<file path="src/rtl/csr_reg_bank.sv">
// csr_reg_bank: parametrised CSR bank for the HDC core.
// The host port is valid/ready with one outstanding access. Each register has its own access
// mode (RW, RO, W1C, write-auto-clear), and every register is exposed flat to core logic.
module csr_reg_bank #(
    parameter int unsigned                    NumRegs   = 16,
    parameter int unsigned                    DataWidth = 32,
    parameter logic [NumRegs*2-1:0]           RegAccess = '0,
    parameter logic [NumRegs*DataWidth-1:0]   ResetVal  = '0
) (
    input  logic                              clk_i,
    input  logic                              rst_i,
    input  logic                              req_valid_i,
    output logic                              req_ready_o,
    input  logic [31:0]                       req_addr_i,
    input  logic                              req_write_i,
    input  logic [DataWidth-1:0]              req_wdata_i,
    input  logic [DataWidth/8-1:0]            req_strb_i,
    output logic                              rsp_valid_o,
    input  logic                              rsp_ready_i,
    output logic [DataWidth-1:0]              rsp_rdata_o,
    output logic                              rsp_err_o,
    input  logic [NumRegs-1:0]                hw_wr_en_i,
    input  logic [NumRegs*DataWidth-1:0]      hw_wr_data_i,
    output logic [NumRegs*DataWidth-1:0]      csr_q_o
);

    localparam int unsigned StrbWidth = DataWidth / 8;
    localparam int unsigned IdxWidth  = (NumRegs > 1) ? $clog2(NumRegs) : 1;

    localparam logic [1:0] ACC_RW  = 2'b00;
    localparam logic [1:0] ACC_RO  = 2'b01;
    localparam logic [1:0] ACC_W1C = 2'b10;
    localparam logic [1:0] ACC_WAC = 2'b11;

    localparam logic [0:0] ST_IDLE = 1'b0;
    localparam logic [0:0] ST_RESP = 1'b1;

    logic [0:0]           state_q, state_d;
    logic [DataWidth-1:0] regs_q [NumRegs];
    logic [DataWidth-1:0] regs_d [NumRegs];
    logic [DataWidth-1:0] rdata_q, rdata_d;
    logic                 err_q, err_d;

    logic [DataWidth-1:0] wmask;
    logic [IdxWidth-1:0]  idx;
    logic                 addr_ok;
    logic [1:0]           sel_acc;
    logic [DataWidth-1:0] sel_val;
    logic                 req_err;
    logic                 accept;
    logic [NumRegs-1:0]   sw_wr;

    // Full address compare so out-of-range upper bits never alias onto a real register
    assign addr_ok = (req_addr_i < 32'(NumRegs));
    assign idx     = req_addr_i[IdxWidth-1:0];

    // Ready is withheld while reset is held so nothing is accepted into a bank being reset
    assign req_ready_o = (state_q == ST_IDLE) && !rst_i;
    assign rsp_valid_o = (state_q == ST_RESP);
    assign rsp_rdata_o = rdata_q;
    assign rsp_err_o   = err_q;
    assign accept      = req_valid_i && req_ready_o;

    // Expand byte strobes into a bit mask
    always_comb begin
        wmask = '0;
        for (int unsigned b = 0; b < StrbWidth; b++) begin
            wmask[b*8 +: 8] = {8{req_strb_i[b]}};
        end
    end

    // Select access mode and current value of the addressed register
    always_comb begin
        sel_acc = ACC_RW;
        sel_val = '0;
        for (int unsigned i = 0; i < NumRegs; i++) begin
            if (idx == IdxWidth'(i)) begin
                sel_acc = RegAccess[2*i +: 2];
                sel_val = regs_q[i];
            end
        end
    end

    assign req_err = !addr_ok || (req_write_i && (sel_acc == ACC_RO));

    // Decode the one register that a legal software write touches
    always_comb begin
        sw_wr = '0;
        for (int unsigned i = 0; i < NumRegs; i++) begin
            sw_wr[i] = accept && req_write_i && !req_err && (idx == IdxWidth'(i));
        end
    end

    // Per-register next value according to its access mode
    always_comb begin
        for (int unsigned i = 0; i < NumRegs; i++) begin
            regs_d[i] = regs_q[i];
            case (RegAccess[2*i +: 2])
                ACC_RW: begin
                    if (sw_wr[i]) begin
                        regs_d[i] = (regs_q[i] & ~wmask) | (req_wdata_i & wmask);
                    end else if (hw_wr_en_i[i]) begin
                        regs_d[i] = hw_wr_data_i[i*DataWidth +: DataWidth];
                    end
                end
                ACC_RO: begin
                    if (hw_wr_en_i[i]) begin
                        regs_d[i] = hw_wr_data_i[i*DataWidth +: DataWidth];
                    end
                end
                ACC_W1C: begin
                    // Clear first, then OR the hardware set so a same-cycle event is never lost
                    regs_d[i] = regs_q[i] & ~(sw_wr[i] ? (req_wdata_i & wmask) : '0);
                    if (hw_wr_en_i[i]) begin
                        regs_d[i] = regs_d[i] | hw_wr_data_i[i*DataWidth +: DataWidth];
                    end
                end
                ACC_WAC: begin
                    regs_d[i] = sw_wr[i] ? ((regs_q[i] & ~wmask) | (req_wdata_i & wmask)) : '0;
                end
                default: regs_d[i] = regs_q[i];
            endcase
        end
    end

    // Handshake FSM and response capture; read data is the pre-edge register value
    always_comb begin
        state_d = state_q;
        rdata_d = rdata_q;
        err_d   = err_q;
        case (state_q)
            ST_IDLE: begin
                if (accept) begin
                    state_d = ST_RESP;
                    rdata_d = (!req_write_i && !req_err) ? sel_val : '0;
                    err_d   = req_err;
                end
            end
            ST_RESP: begin
                if (rsp_ready_i) begin
                    state_d = ST_IDLE;
                    rdata_d = '0;
                    err_d   = 1'b0;
                end
            end
            default: state_d = ST_IDLE;
        endcase
    end

    // State and register flops
    always_ff @(posedge clk_i or posedge rst_i) begin
        if (rst_i) begin
            state_q <= ST_IDLE;
            rdata_q <= '0;
            err_q   <= 1'b0;
            for (int unsigned i = 0; i < NumRegs; i++) begin
                regs_q[i] <= ResetVal[i*DataWidth +: DataWidth];
            end
        end else begin
            state_q <= state_d;
            rdata_q <= rdata_d;
            err_q   <= err_d;
            for (int unsigned i = 0; i < NumRegs; i++) begin
                regs_q[i] <= regs_d[i];
            end
        end
    end

    // Flat register view for core logic
    always_comb begin
        csr_q_o = '0;
        for (int unsigned i = 0; i < NumRegs; i++) begin
            csr_q_o[i*DataWidth +: DataWidth] = regs_q[i];
        end
    end

endmodule

</file>
<file path="config.mk">
export PLATFORM = sky130hd
export DESIGN_NAME = csr_reg_bank
export DESIGN_NICKNAME = d
export VERILOG_FILES = /design/src/rtl/csr_reg_bank.sv
export SDC_FILE = /design/constraint.sdc
export NUM_CORES = 2
export LEC_CHECK = 0
export ABC_AREA = 1
export BUFFER_PORTS_ARGS = -buffer_cell sky130_fd_sc_hd__buf_2
export CAP_MARGIN = 40
export CORE_AREA = 10 10 435 437
export DETAILED_ROUTE_END_ITERATION = 6
export DIE_AREA = 0 0 445 447
export GPL_ROUTABILITY_DRIVEN = 0
export GPL_TIMING_DRIVEN = 0
export RECOVER_POWER = 50
export SLEW_MARGIN = 40
export SYNTH_ARGS = -nofsm -noshare
export SYNTH_HDL_FRONTEND = slang
export SYNTH_SLANG_ARGS = --single-unit
</file>
<file path="constraint.sdc">
create_clock -name clk_i -period 47.1 [get_ports clk_i]
set_input_delay 9.42 -clock clk_i [delete_from_list [all_inputs] [get_ports clk_i]]
set_output_delay 9.42 -clock clk_i [all_outputs]
set_load 0.01 [all_outputs]
</file>
* Yosys cells after proc, flatten, opt, wreduce, memory -nomap -nowiden
Cells that the tools add are included.
** Word-level totals
- Flip-flop bits (word level) :: 546
- Output and inout port bits :: 547
- Word-level logic and storage cells :: 172
** Operators by class
- $lt $le $gt $ge :: 1
- Equality and inequality tests :: 17
- Multiplexer cells :: 58
- Bitwise logic cells :: 35
- Reduce and logical (&&, ||, !) cells :: 42
** Operators with widths (number)
- $mux W32 :: 51
- $and A32 B32 Y32 :: 17
- $or A32 B32 Y32 :: 16
- $pmux W32 S2 :: 1
- $eq A4 B4 Y1 const B :: 8
- $lt A32 B5 Y1 const B :: 1
- $not A32 Y32 :: 1
- $reduce_bool A2 Y1 :: 16
- $logic_and A1 B1 Y1 :: 21
- $eq A4 B3 Y1 const B :: 4
- $eq A4 B2 Y1 const B :: 2
- $eq A4 B1 Y1 const B :: 1
- $logic_not A4 Y1 :: 1
- $mux W1 :: 4
- $ne A2 B2 Y1 const B :: 2
- $pmux W1 S2 :: 2
- $logic_not A1 Y1 :: 3
- $reduce_and A2 Y1 :: 1
- $not A1 Y1 :: 1

* Longest topological paths before layout
- Word-level depth :: 20
- Mapped depth :: 16

* Least setup slack after synthesis
No wires, ideal clock.
- Path type :: input -> output
- From :: input rst_i
- To :: output req_ready_o
- Arrival :: 9.635 ns
- Required time :: 37.680 ns
- Path slack :: 28.045 ns
- Stages :: 1
- Path buffers :: 0
- Path through :: nor2_1
** On the way
- Cells in the longest elaborated chain, start to end :: 2
** Ends and longest elaborated chain
- from (decl) :: RTL line 11 : input logic rst_i,
- $logic_not A1 Y1 (no source line)
- $logic_and A1 B1 Y1 :: RTL line 58 : assign req_ready_o = (state_q == ST_IDLE) && !rst_i;
- to (decl) :: RTL line 13 : output logic req_ready_o,
No other way between the ends.

==> key figures <==
Clock network
  – Post-CTS sizing: 0
  – Clk Latency, worst-skew pair: 0.73 ns
  – Hold_buf cts: 0
  – Worst-path clk slew: 0.06 ns
  – CTS Sinks: 546
  – Clk root buf: clkbuf_16
  – Post-CTS Setup Inserts: 0
  – Clock buffer count from CTS: 70
  – CTS tree: done
  – H-tree Lvls: 3
  – Clock Path Buffers: 3

Timing
  – Relative slew slack: -179%
  – Total negative slack: 0 ns
  – Final setup vio count: 0
  – Max Slew Vio Count: 563
  – Fin. Hold Viols: 0
  – Final worst-path cycle share: 45.5%
  – Slew @ Worst Pin: 4.19 ns
  – Layout Skew: 0.0290 ns
  – RSZ-0062 raised after global routing: false
  – Fmax: 46.7 MHz
  – Tmin final: 21.41 ns

Global route
  – Antenna violations before repair: 92
  – Met1 usage: 30.3%
  – Vias in the first global route: 38400
  – Most used routing layer: met2
  – Met2 usage: 41.2%
  – Gr ovfl total: 0
  – Routing usage on met3: 11.9%
  – First-pass GRT wire length: 360 mm
  – GRT Resource Usage Total: 26.8%
  – Largest net degree at the start of global routing: 71

Floorplanning
  – DIE HEIGHT: 447 um
  – Die area: 199000 um2
  – Core Rows: 156
  – Starting Density: 16.8%
  – Die width: 445 um
  – Core area: 180000 um2
  – Ports: 1148

Cells and area
  – Area growth syn-to-layout: 38.1%
  – Fin nets: 6377
  – Share of layout cells above drive strength 1: 21.3%
  – Filler instances: 20500

Drt
  – 1st-iter DRT viols: 6826
  – Final ANT Viol Nets: 0
  – Pre-Repair DR Iteration Count: 7
  – Total number of vias: 41500
  – WL/cell: 34.3 um
  – Vias/cell: 5.02
  – # DRC: 34
  – Post-Route WL: 283 mm

Synth
  – FF+latch count, synth: 546
  – Synth Instances: 4535
  – Synth cell types: 22
  – Synth Area per Inst: 6.69 um2
  – Syn_nets: 5136
  – Register area share after synthesis: 45.0%
  – Mapped Area: 30300 um2
  – YS warnings: 0

Hold path
  – Hold Crit Start: rsp_rdata_o[24]
  – Hold depth: 2
  – Worst hold endpoint: rsp_rdata_o[24]
  – Worst hold path class: flip-flop to flip-flop

Critical path
  – CP cell instances: clkbuf_1, clkinvlp_2, clkbuf_1, clkbuf_1, clkbuf_1, clkbuf_1
  – WP data required: 46.99 ns
  – FF-to-FF setup slack: 42.90 ns
  – Largest fanout on the critical path: 68
  – Setup crit start kind: input port
  – CP peak stage delay: 2.91 ns
  – CP max-delay cell: clkbuf_1
  – Reg2Reg Depth: 11
  – Top cell by count, worst path: clkbuf_1
  – Worst Path Arrival: 21.30 ns
  – CP startpoint: rst_i
  – Critical path type: input port to asynchronous set/reset pin
  – Buf/Inv on CP: 6
  – Reg2reg start: rsp_valid_o
  – Crit path capture type: asynchronous set/reset pin
  – Delay-heaviest family, CP: buffers and inverters

Power and ir drop
  – Pleak: 22.1 nW
  – Power Dens Cells: 35.3 nW/um2
  – Peak supply drop: 26.8 uV
  – Design Power: 1.48 mW

Run
  – MaxCap Viol Count: 9

Placement
  – DPL Wire Length: 242 mm
  – Input/output buffers: 1147

Run status
  – Failing checks: DRC, capacitance limit, slew limit
  – Status: complete, but fails checks
worst min-delay path: stages, from the launching register on:
cell and delay (ns):
dfrtp_1 0.34, nand2_1 0.05, nand2_1 0.05
cell usage after synthesis:
library cell	number	area, um2
nand2_1	2231	8370
o21ai_0	739	3700
dfrtp_1	546	13700
inv_1	324	1220
clkbuf_1	196	736
nand3_1	98	490
a21oi_1	82	410
nand4_1	79	494
nor2_1	76	285
buf_2	47	235
o21ai_1	38	190
o21ai_2	33	289
nor3_1	14	70.1
buf_1	8	30.0
nor4_1	7	43.8
nand2_2	6	37.5
inv_2	5	18.8
clkinv_1	2	7.51
buf_6	1	11.3
nand3_2	1	10.0
nor2_2	1	6.26
nor3_4	1	16.3
metrics by stage:
step	util, %	cell area [um2]	hold slack (ns)	std cells	setup slack, ns
after global placement	21.7	39000	0.464	8052	14.41
after detailed placement	22.0	39700	0.460	8072	27.74
after floorplan	-	30300	0.515	4535	22.42
after CTS	23.5	42300	0.477	8198	27.74
after global routing	23.2	41800	0.519	8217	23.83
final	23.3	41900	0.483	8253	25.69
cells by family (layout without fill, tap and decap cells):
kind of cell / count (synthesis) / in the layout / share of synthesized area [%]
AOI/OAI and AO/OA: 892 / 892 / 15.1
buffers and inverters: 583 / 1878 / 7.43
DFF: 546 / 546 / 45.0
other: 0 / 53 / 0
and+or+nand+nor: 2514 / 2514 / 32.4
where the power goes:
| part | total (mW) | switching [mW] | leakage, nW | internal, mW |
|---|---|---|---|---|
| clock network | 0.623 | 0.256 | 1.25 | 0.367 |
| logic | 0.307 | 0.226 | 14.1 | 0.0807 |
| registers | 0.549 | 0.0405 | 6.70 | 0.509 |
cell usage in the layout (no fill, tap or decap), types with 7 or more instances in the layout:
| cell type | count |
|---|---|
| nand2_2 | 25 |
| nor4_1 | 7 |
| bufinv_16 | 11 |
| o21ai_1 | 38 |
| nand2_1 | 2212 |
| clkbuf_8 | 15 |
| nand3_1 | 98 |
| nor3_1 | 10 |
| a21oi_1 | 82 |
| clkbuf_1 | 389 |
| o21ai_2 | 37 |
| inv_1 | 323 |
| nand4_1 | 79 |
| dfrtp_1 | 546 |
| nor2_1 | 67 |
| clkbuf_16 | 72 |
| buf_2 | 927 |
| o21ai_0 | 735 |
| diode_2 | 53 |
| clkinv_2 | 7 |
| clkbuf_2 | 98 |
cell type report:
| cell class | instances | area, um2 | share of cell area, % |
|---|---|---|---|
| tap | 2370 | 2970 | 7.08 |
| antenna | 53 | 133 | 0.316 |
| sequential | 546 | 13700 | 32.6 |
| timing repair buffer | 1169 | 5670 | 13.5 |
| inverter | 331 | 1240 | 2.97 |
| buffer | 252 | 1140 | 2.72 |
| clock inverter | 28 | 502 | 1.20 |
| multi-input combinational | 3406 | 14500 | 34.7 |
| clock buffer | 98 | 2050 | 4.89 |
how the worst max path moves through the flow:
stage / cells past startpoint / endpoint / slack [ns]
after floorplan: 1 / asynchronous set/reset pin / 22.42
final: 6 / asynchronous set/reset pin / 25.69
after detailed placement: 3 / req_ready_o / 27.74
after global placement: 2 / asynchronous set/reset pin / 14.41
after CTS: 3 / req_ready_o / 27.74
after global routing: 6 / asynchronous set/reset pin / 23.83
routing by layer:
| metal | wire (um) | vias to the layer above |
|---|---|---|
| li1 | - | 16900 |
| met5 | 500 | - |
| met1 | 98800 | 19900 |
| met3 | 38700 | 883 |
| met4 | 21700 | 64 |
| met2 | 123000 | 3703 |
Note: power is estimated with default switching activity, not from simulation.
